**src/rtl/tv_axi_bridge.sv**
```systemverilog
// Test-vector read/write responder bridging the task manager to an AXI4-Lite master.
// Optional response-error capture is enabled by defining TV_AXI_BRIDGE_ERR_CAPTURE_EN.
//
// state   | meaning
// RD_IDLE | waiting for a queued request and space in the read-data FIFO
// RD_ADDR | araddr presented, arvalid held until arready
// RD_DATA | rready held until rvalid; data dropped if a flush hit this read
// WR_IDLE | TV_OUT_READY high, waiting for TV_OUT_WR_EN
// WR_SEND | awvalid/wvalid asserted, each dropping on its own ready
// WR_RESP | bready held until bvalid
module tv_axi_bridge #(
  parameter int M_AXI_DATA_WIDTH = 32,
  parameter int M_AXI_ADDR_WIDTH = 32,
  parameter int REQ_FIFO_DEPTH   = 16,
  parameter int RD_FIFO_DEPTH    = 16
) (
  input  logic                        i_clk,
  input  logic                        i_rst,
  input  logic [M_AXI_ADDR_WIDTH-1:0] TV_REQ_ADDR,
  input  logic                        TV_REQ_WR_EN,
  output logic                        TV_REQ_READY,
  input  logic                        i_flush,
  output logic [M_AXI_DATA_WIDTH-1:0] TV_IN_DATA,
  input  logic                        TV_IN_FIFO_RD_EN,
  output logic                        TV_IN_FIFO_NOT_EMPTY,
  output logic                        TV_IN_DATA_VALID,
  input  logic [M_AXI_DATA_WIDTH-1:0] TV_OUT_DATA,
  input  logic [M_AXI_ADDR_WIDTH-1:0] TV_OUT_ADDR,
  input  logic                        TV_OUT_WR_EN,
  output logic                        TV_OUT_READY,
  output logic [M_AXI_ADDR_WIDTH-1:0] m_axi_araddr,
  output logic                        m_axi_arvalid,
  input  logic                        m_axi_arready,
  input  logic [M_AXI_DATA_WIDTH-1:0] m_axi_rdata,
  input  logic [1:0]                  m_axi_rresp,
  input  logic                        m_axi_rvalid,
  output logic                        m_axi_rready,
  output logic [M_AXI_ADDR_WIDTH-1:0] m_axi_awaddr,
  output logic                        m_axi_awvalid,
  input  logic                        m_axi_awready,
  output logic [M_AXI_DATA_WIDTH-1:0] m_axi_wdata,
  output logic [3:0]                  m_axi_wstrb,
  output logic                        m_axi_wvalid,
  input  logic                        m_axi_wready,
  input  logic [1:0]                  m_axi_bresp,
  input  logic                        m_axi_bvalid,
  output logic                        m_axi_bready,
  output logic                        o_err,
  output logic [M_AXI_ADDR_WIDTH-1:0] o_err_addr
);

  localparam int RQ_AW = $clog2(REQ_FIFO_DEPTH);
  localparam int RD_AW = $clog2(RD_FIFO_DEPTH);
  localparam int RQ_PW = RQ_AW + 1;
  localparam int RD_PW = RD_AW + 1;
  localparam logic [RQ_PW-1:0] RQ_DEPTH_C = RQ_PW'(REQ_FIFO_DEPTH);
  localparam logic [RD_PW-1:0] RD_DEPTH_C = RD_PW'(RD_FIFO_DEPTH);

  typedef enum logic [1:0] {RD_IDLE, RD_ADDR, RD_DATA} rd_state_e;
  typedef enum logic [1:0] {WR_IDLE, WR_SEND, WR_RESP} wr_state_e;

  logic [M_AXI_ADDR_WIDTH-1:0] rq_mem [REQ_FIFO_DEPTH];
  logic [M_AXI_DATA_WIDTH-1:0] rd_mem [RD_FIFO_DEPTH];

  logic [RQ_PW-1:0] rq_wptr_q, rq_wptr_d, rq_rptr_q, rq_rptr_d, rq_cnt;
  logic [RD_PW-1:0] rd_wptr_q, rd_wptr_d, rd_rptr_q, rd_rptr_d, rd_cnt;
  logic             rq_push, rq_pop, rd_push, rd_pop;
  logic             rst_done_q, rst_done_d;

  rd_state_e                   rd_state_q, rd_state_d;
  logic [M_AXI_ADDR_WIDTH-1:0] araddr_q, araddr_d;
  logic                        arvalid_q, arvalid_d, rready_q, rready_d, drop_q, drop_d;
  logic [M_AXI_DATA_WIDTH-1:0] tv_in_data_q, tv_in_data_d;
  logic                        tv_in_valid_q, tv_in_valid_d;

  wr_state_e                   wr_state_q, wr_state_d;
  logic [M_AXI_ADDR_WIDTH-1:0] awaddr_q, awaddr_d;
  logic [M_AXI_DATA_WIDTH-1:0] wdata_q, wdata_d;
  logic                        awvalid_q, awvalid_d, wvalid_q, wvalid_d, bready_q, bready_d;
  logic                        aw_done, w_done;

  assign rq_cnt = rq_wptr_q - rq_rptr_q;
  assign rd_cnt = rd_wptr_q - rd_rptr_q;

  assign TV_REQ_READY         = rst_done_q && (rq_cnt < RQ_DEPTH_C);
  assign TV_IN_FIFO_NOT_EMPTY = (rd_cnt != '0);
  assign TV_OUT_READY         = rst_done_q && (wr_state_q == WR_IDLE);

  // A flush cycle accepts neither a push nor a pop on either FIFO.
  assign rq_push = TV_REQ_WR_EN && TV_REQ_READY && !i_flush;
  assign rd_pop  = TV_IN_FIFO_RD_EN && TV_IN_FIFO_NOT_EMPTY && !i_flush;

  assign rst_done_d = 1'b1;

  always_comb begin
    rd_state_d = rd_state_q;
    araddr_d   = araddr_q;
    arvalid_d  = arvalid_q;
    rready_d   = rready_q;
    drop_d     = drop_q;
    rq_pop     = 1'b0;
    rd_push    = 1'b0;
    case (rd_state_q)
      RD_IDLE: begin
        if ((rq_cnt != '0) && (rd_cnt < RD_DEPTH_C) && !i_flush) begin
          rq_pop     = 1'b1;
          araddr_d   = rq_mem[rq_rptr_q[RQ_AW-1:0]];
          arvalid_d  = 1'b1;
          rd_state_d = RD_ADDR;
        end
      end
      RD_ADDR: begin
        if (i_flush) drop_d = 1'b1;
        if (m_axi_arready) begin
          arvalid_d  = 1'b0;
          rready_d   = 1'b1;
          rd_state_d = RD_DATA;
        end
      end
      RD_DATA: begin
        if (i_flush) drop_d = 1'b1;
        if (m_axi_rvalid) begin
          rd_push    = !drop_q && !i_flush;
          rready_d   = 1'b0;
          drop_d     = 1'b0;
          rd_state_d = RD_IDLE;
        end
      end
      default: rd_state_d = RD_IDLE;
    endcase
  end

  always_comb begin
    rq_wptr_d     = rq_wptr_q + RQ_PW'(rq_push);
    rq_rptr_d     = rq_rptr_q + RQ_PW'(rq_pop);
    rd_wptr_d     = rd_wptr_q + RD_PW'(rd_push);
    rd_rptr_d     = rd_rptr_q + RD_PW'(rd_pop);
    tv_in_data_d  = rd_pop ? rd_mem[rd_rptr_q[RD_AW-1:0]] : tv_in_data_q;
    tv_in_valid_d = rd_pop;
    if (i_flush) begin
      rq_rptr_d = rq_wptr_q;
      rd_rptr_d = rd_wptr_q;
    end
  end

  always_comb begin
    wr_state_d = wr_state_q;
    awaddr_d   = awaddr_q;
    wdata_d    = wdata_q;
    awvalid_d  = awvalid_q;
    wvalid_d   = wvalid_q;
    bready_d   = bready_q;
    aw_done    = 1'b0;
    w_done     = 1'b0;
    case (wr_state_q)
      WR_IDLE: begin
        if (TV_OUT_WR_EN && TV_OUT_READY) begin
          awaddr_d   = TV_OUT_ADDR;
          wdata_d    = TV_OUT_DATA;
          awvalid_d  = 1'b1;
          wvalid_d   = 1'b1;
          wr_state_d = WR_SEND;
        end
      end
      WR_SEND: begin
        aw_done = !awvalid_q || m_axi_awready;
        w_done  = !wvalid_q || m_axi_wready;
        if (m_axi_awready) awvalid_d = 1'b0;
        if (m_axi_wready)  wvalid_d  = 1'b0;
        if (aw_done && w_done) begin
          bready_d   = 1'b1;
          wr_state_d = WR_RESP;
        end
      end
      WR_RESP: begin
        if (m_axi_bvalid) begin
          bready_d   = 1'b0;
          wr_state_d = WR_IDLE;
        end
      end
      default: wr_state_d = WR_IDLE;
    endcase
  end

  always_ff @(posedge i_clk) begin
    if (rq_push) rq_mem[rq_wptr_q[RQ_AW-1:0]] <= TV_REQ_ADDR;
    if (rd_push) rd_mem[rd_wptr_q[RD_AW-1:0]] <= m_axi_rdata;
  end

  always_ff @(posedge i_clk) begin
    if (i_rst) begin
      rst_done_q    <= 1'b0;
      rq_wptr_q     <= '0;
      rq_rptr_q     <= '0;
      rd_wptr_q     <= '0;
      rd_rptr_q     <= '0;
      rd_state_q    <= RD_IDLE;
      araddr_q      <= '0;
      arvalid_q     <= 1'b0;
      rready_q      <= 1'b0;
      drop_q        <= 1'b0;
      tv_in_data_q  <= '0;
      tv_in_valid_q <= 1'b0;
      wr_state_q    <= WR_IDLE;
      awaddr_q      <= '0;
      wdata_q       <= '0;
      awvalid_q     <= 1'b0;
      wvalid_q      <= 1'b0;
      bready_q      <= 1'b0;
    end else begin
      rst_done_q    <= rst_done_d;
      rq_wptr_q     <= rq_wptr_d;
      rq_rptr_q     <= rq_rptr_d;
      rd_wptr_q     <= rd_wptr_d;
      rd_rptr_q     <= rd_rptr_d;
      rd_state_q    <= rd_state_d;
      araddr_q      <= araddr_d;
      arvalid_q     <= arvalid_d;
      rready_q      <= rready_d;
      drop_q        <= drop_d;
      tv_in_data_q  <= tv_in_data_d;
      tv_in_valid_q <= tv_in_valid_d;
      wr_state_q    <= wr_state_d;
      awaddr_q      <= awaddr_d;
      wdata_q       <= wdata_d;
      awvalid_q     <= awvalid_d;
      wvalid_q      <= wvalid_d;
      bready_q      <= bready_d;
    end
  end

  assign TV_IN_DATA       = tv_in_data_q;
  assign TV_IN_DATA_VALID = tv_in_valid_q;
  assign m_axi_araddr     = araddr_q;
  assign m_axi_arvalid    = arvalid_q;
  assign m_axi_rready     = rready_q;
  assign m_axi_awaddr     = awaddr_q;
  assign m_axi_awvalid    = awvalid_q;
  assign m_axi_wdata      = wdata_q;
  assign m_axi_wstrb      = 4'hF;
  assign m_axi_wvalid     = wvalid_q;
  assign m_axi_bready     = bready_q;

`ifdef TV_AXI_BRIDGE_ERR_CAPTURE_EN
  logic                        err_q, err_d;
  logic [M_AXI_ADDR_WIDTH-1:0] err_addr_q, err_addr_d;

  // Only the first failing response is recorded; a read wins a same-cycle tie.
  always_comb begin
    err_d      = err_q;
    err_addr_d = err_addr_q;
    if (!err_q) begin
      if ((rd_state_q == RD_DATA) && m_axi_rvalid && (m_axi_rresp != 2'b00)) begin
        err_d      = 1'b1;
        err_addr_d = araddr_q;
      end else if ((wr_state_q == WR_RESP) && m_axi_bvalid && (m_axi_bresp != 2'b00)) begin
        err_d      = 1'b1;
        err_addr_d = awaddr_q;
      end
    end
  end

  always_ff @(posedge i_clk) begin
    if (i_rst) begin
      err_q      <= 1'b0;
      err_addr_q <= '0;
    end else begin
      err_q      <= err_d;
      err_addr_q <= err_addr_d;
    end
  end

  assign o_err      = err_q;
  assign o_err_addr = err_addr_q;
`else
  logic unused_resp;
  assign unused_resp = ^{m_axi_rresp, m_axi_bresp};
  assign o_err       = 1'b0;
  assign o_err_addr  = '0;
`endif

endmodule

```
**config.mk**
```make
export PLATFORM = sky130hd
export DESIGN_NAME = tv_axi_bridge
export DESIGN_NICKNAME = d
export VERILOG_FILES = /design/src/rtl/tv_axi_bridge.sv
export SDC_FILE = /design/constraint.sdc
export NUM_CORES = 1
export LEC_CHECK = 0
export ABC_AREA = 1
export BUFFER_PORTS_ARGS = -buffer_cell sky130_fd_sc_hd__buf_2
export CAP_MARGIN = 25
export CORE_AREA = 2 2 326 328
export DETAILED_ROUTE_END_ITERATION = 8
export DIE_AREA = 0 0 328 330
export GPL_TIMING_DRIVEN = 0
export PLACE_DENSITY = 0.64
export RECOVER_POWER = 100
export SYNTH_ARGS = -nofsm -noshare
export SYNTH_HDL_FRONTEND = slang
export SYNTH_SLANG_ARGS = --single-unit
```
**constraint.sdc**
```tcl
create_clock -name i_clk -period 9.5 [get_ports i_clk]
set_input_delay 0.95 -clock i_clk [delete_from_list [all_inputs] [get_ports i_clk]]
set_output_delay 0.95 -clock i_clk [all_outputs]
set_load 0.02 [all_outputs]
```
==> summary.md <==
| Metric | Value |
|---|---|
| Initial core utilization | 44.6% |
| Top cells by count, synth | edfxtp_1, nor2_1, o21ai_0 |
| Clk buf depth | 3 |
| Worst-Margin Slew | 2.36 ns |
| Reg clk slew, reported paths | 0.06 ns |
| Status | finished with violations |
| Number of fill cells | 9073 |
| Setup violators final | 0 |
| EDFF count, synth | 1024 |
| Design internal power | 8.44 mW |
| Post-CTS Repair Setup Buffers | 0 |
| Fraction of layout instances using a drive strength above 1 | 8.29% |
| Nets | 4523 |
| Peak supply drop | 144 uV |
| Final period utilization | 75.8% |
| Syn avg cell area | 12.0 um2 |
| Antenna violations before repair | 9 |
| Most common cell in the netlist | edfxtp_1 |
| Crit end category | flop |
| Initial DRC count | 3380 |
| Detailed Place HPWL | 94500 um |
| Drt pass-1 iters | 5 |
| Global-route wire length before repair | 198000 um |
| DR WL/cell | 23.6 um |
| Worst slew margin | -58.0% |
| CP Max Fanout | 24 |
| Arrival time at the worst endpoint | 7.49 ns |
| PostCTS Resize Cnt | 0 |
| CP Cell Sequence | clkbuf_1 -> inv_1 -> clkbuf_1 -> clkbuf_1 -> ha_1 -> nand2_1 -> nand2_1 -> nand2_1 -> nand3_1 -> a21oi_1 -> nand3_1 -> inv_1 -> nand3_1 -> nor2_1 -> clkbuf_1 |
| P per Cell Area | 208 mW/mm2 |
| Synth Register Bits | 1184 |
| Max Clk Rate | 139 MHz |
| RSZ-0062 raised after global routing | no |
| Mapped cell area | 0.0467 mm2 |
| Final wirelength | 138000 um |
| Hold_ws | 0.460 ns |
| Worst skew pair latency | 0.72 ns |
| Min cycle time layout | 7.20 ns |
| Largest net degree at the start of global routing | 26 |
| Sw Share | 24.3% |
| Fin. Hold Viols | 0 |
| Vias in the first global route | 30700 |
| Final instance area | 0.0536 mm2 |
| Top-level I/O count | 317 |
| Max H-tree Level | 3 |
| Crit path launch type | flop |
| Hold Path Class | flop to flop |
| Placer Congestion | 0.966 |
| CTS Buf Count | 116 |
| Hold-fix buffers at CTS | 0 |
| Core Area | 0.105 mm2 |
| DR DRC count | 0 |
| Flop pwr share | 51.4% |
| PortBufs | 274 |
| Synth area leader | edfxtp_1 |
| Worst Path Required | 9.78 ns |
| Violated checks | capacitance limit, slew limit |
| Primary FF master, synth | edfxtp_1 |
| Max Cap Viol | 29 |
| YS warnings | 0 |
| CP most frequent cell | clkbuf_1 |
| Final setup TNS | 0 ns |
| Die footprint | 0.108 mm2 |
| CTS tree | built |
| ANT nets after route | 0 |
| Synth top area share | 65.9% |
| Clock power share | 40.2% |
| Vias per Instance | 5.55 |
| Combinational share of power | 8.4% |
| Post-synth ARST share | 0% |
| Synth top area cells | edfxtp_1, dfxtp_1, nor2_1 |
| R2R setup slack | 2.30 ns |
| Slowest stage delay, CP | 1.58 ns |
| Post-synthesis sequential area ratio | 72.7% |
| CP max stage cell | clkbuf_1 |
| Count of pins over their slew limit | 527 |
| Pleak | 18.3 nW |
| Synth cell types | 37 |
| Die W | 328 um |
| Crit Path Category | flop to flop |
| CTS root buf | clkbuf_16 |
| Die height | 330 um |
| Grt total ovfl | 0 |
| Area Growth Syn to Fin | 14.8% |
| Clock skew | 0.0197 ns |
| Post-Syn Instances | 3891 |
| Std cell rows | 119 |
| PnR Total Power | 11.2 mW |
| DR vias | 32500 |
| Clock tree sinks | 1184 |
| Net Switching | 2.71 mW |
| Area post-placement | 0.0509 mm2 |
| Gr usage total | 24.8% |
cell type report:
| class | count | area (um2) | share of cell area, % |
|---|---|---|---|
| Buffer | 290 | 1430 | 2.67 |
| Sequential cell | 1184 | 34000 | 63.4 |
| Clock buffer | 148 | 3090 | 5.77 |
| Inverter | 88 | 333 | 0.621 |
| Multi-Input combinational cell | 2364 | 11100 | 20.7 |
| Antenna cell | 3 | 7.51 | 0.0140 |
| Tap cell | 1391 | 1740 | 3.25 |
| Timing Repair Buffer | 316 | 1360 | 2.54 |
| Clock inverter | 71 | 597 | 1.11 |
cell families (layout without fill, tap and decap cells):
group                    count (synthesis)  in the layout  share of synthesized area [%]
AND/OR/NAND/NOR                       1344           1344                           11.3
flip-flops                            1184           1184                           72.7
other                                    2             40                         0.0161
XOR/XNOR                                12             12                          0.225
AO/OA/AOI/OAI                          951            951                           11.4
buffers and inverters                  378            913                           3.83
adder cells (fa/ha/maj)                 20             20                          0.552
critical path: cells and delay by family (launching register included):
kind,cells,cell delay (ns)
AO/OA/AOI/OAI,1,0.60
adder cells (fa/ha/maj),1,0.38
buffers and inverters,6,3.66
flip-flops,1,0.33
AND/OR/NAND/NOR,7,1.76
sequential cells by signal, summed over array words and instances, names as in the netlist, 2 cells and up:
signal,flops
rd_wptr_q,5
m_axi_araddr,32
m_axi_awaddr,32
rq_rptr_q,5
rq_wptr_q,5
wr_state_q,2
rd_rptr_q,5
rq_mem,512
m_axi_wdata,32
TV_IN_DATA,32
rd_state_q,2
rd_mem,512
routing by layer:
metal  vias up  GRT usage (%)  wire (um)
met5         -              0         40
met1     15800           33.3      55700
met4         8           8.96       4260
li1      14800              -          -
met3       234           3.99      13200
met2      1683           40.8      65100
through the flow:
stage	instances	setup WS [ns]	util (%)
6_report	5855	2.30	51.2
5_1_grt	5853	2.06	51.2
4_1_cts	5852	4.25	52.2
3_5_place_dp	5633	4.29	48.7
3_3_place_gp	5591	0.699	47.7
2_1_floorplan	3926	4.61	-
final timing paths:
path	start	end	cells after the start
setup / recovery	rq_rptr_q[1]	rq_mem[13][19]	15
hold / removal	m_axi_awaddr[30]	m_axi_awaddr[30]	2
setup reg to reg	rq_rptr_q[1]	rq_mem[13][19]	15
hold reg to reg	m_axi_awaddr[30]	m_axi_awaddr[30]	2
cell usage in the layout, fill, tap and decap left out, types with 7 or more instances in the layout:
master,synthesis,final
clkinv_2,0,17
buf_4,62,61
dfxtp_1,160,160
bufinv_16,0,7
o21bai_1,39,39
buf_2,62,118
clkbuf_1,148,433
clkinvlp_4,0,10
nand2_1,385,385
nor2_1,801,802
o21ai_1,58,58
o22ai_1,168,168
ha_1,19,19
a21oi_1,91,91
clkinv_1,5,32
edfxtp_1,1024,1024
nor2_2,10,10
buf_1,8,7
nand3_1,136,136
inv_1,81,81
o211ai_1,89,89
o21ai_0,500,500
buf_6,7,7
clkbuf_16,0,117
conb_1,2,37
power groups by stage:
stage               clock network, mW  registers [mW]  logic, mW
floorplan                           0            5.90      0.474
global placement                    0            5.84      0.931
detailed placement                  0            5.84      0.945
CTS                              4.53            5.73      0.950
global route                     4.72            5.74       1.02
finish                           4.49            5.74      0.934
Note: power is estimated with default switching activity, not from simulation.
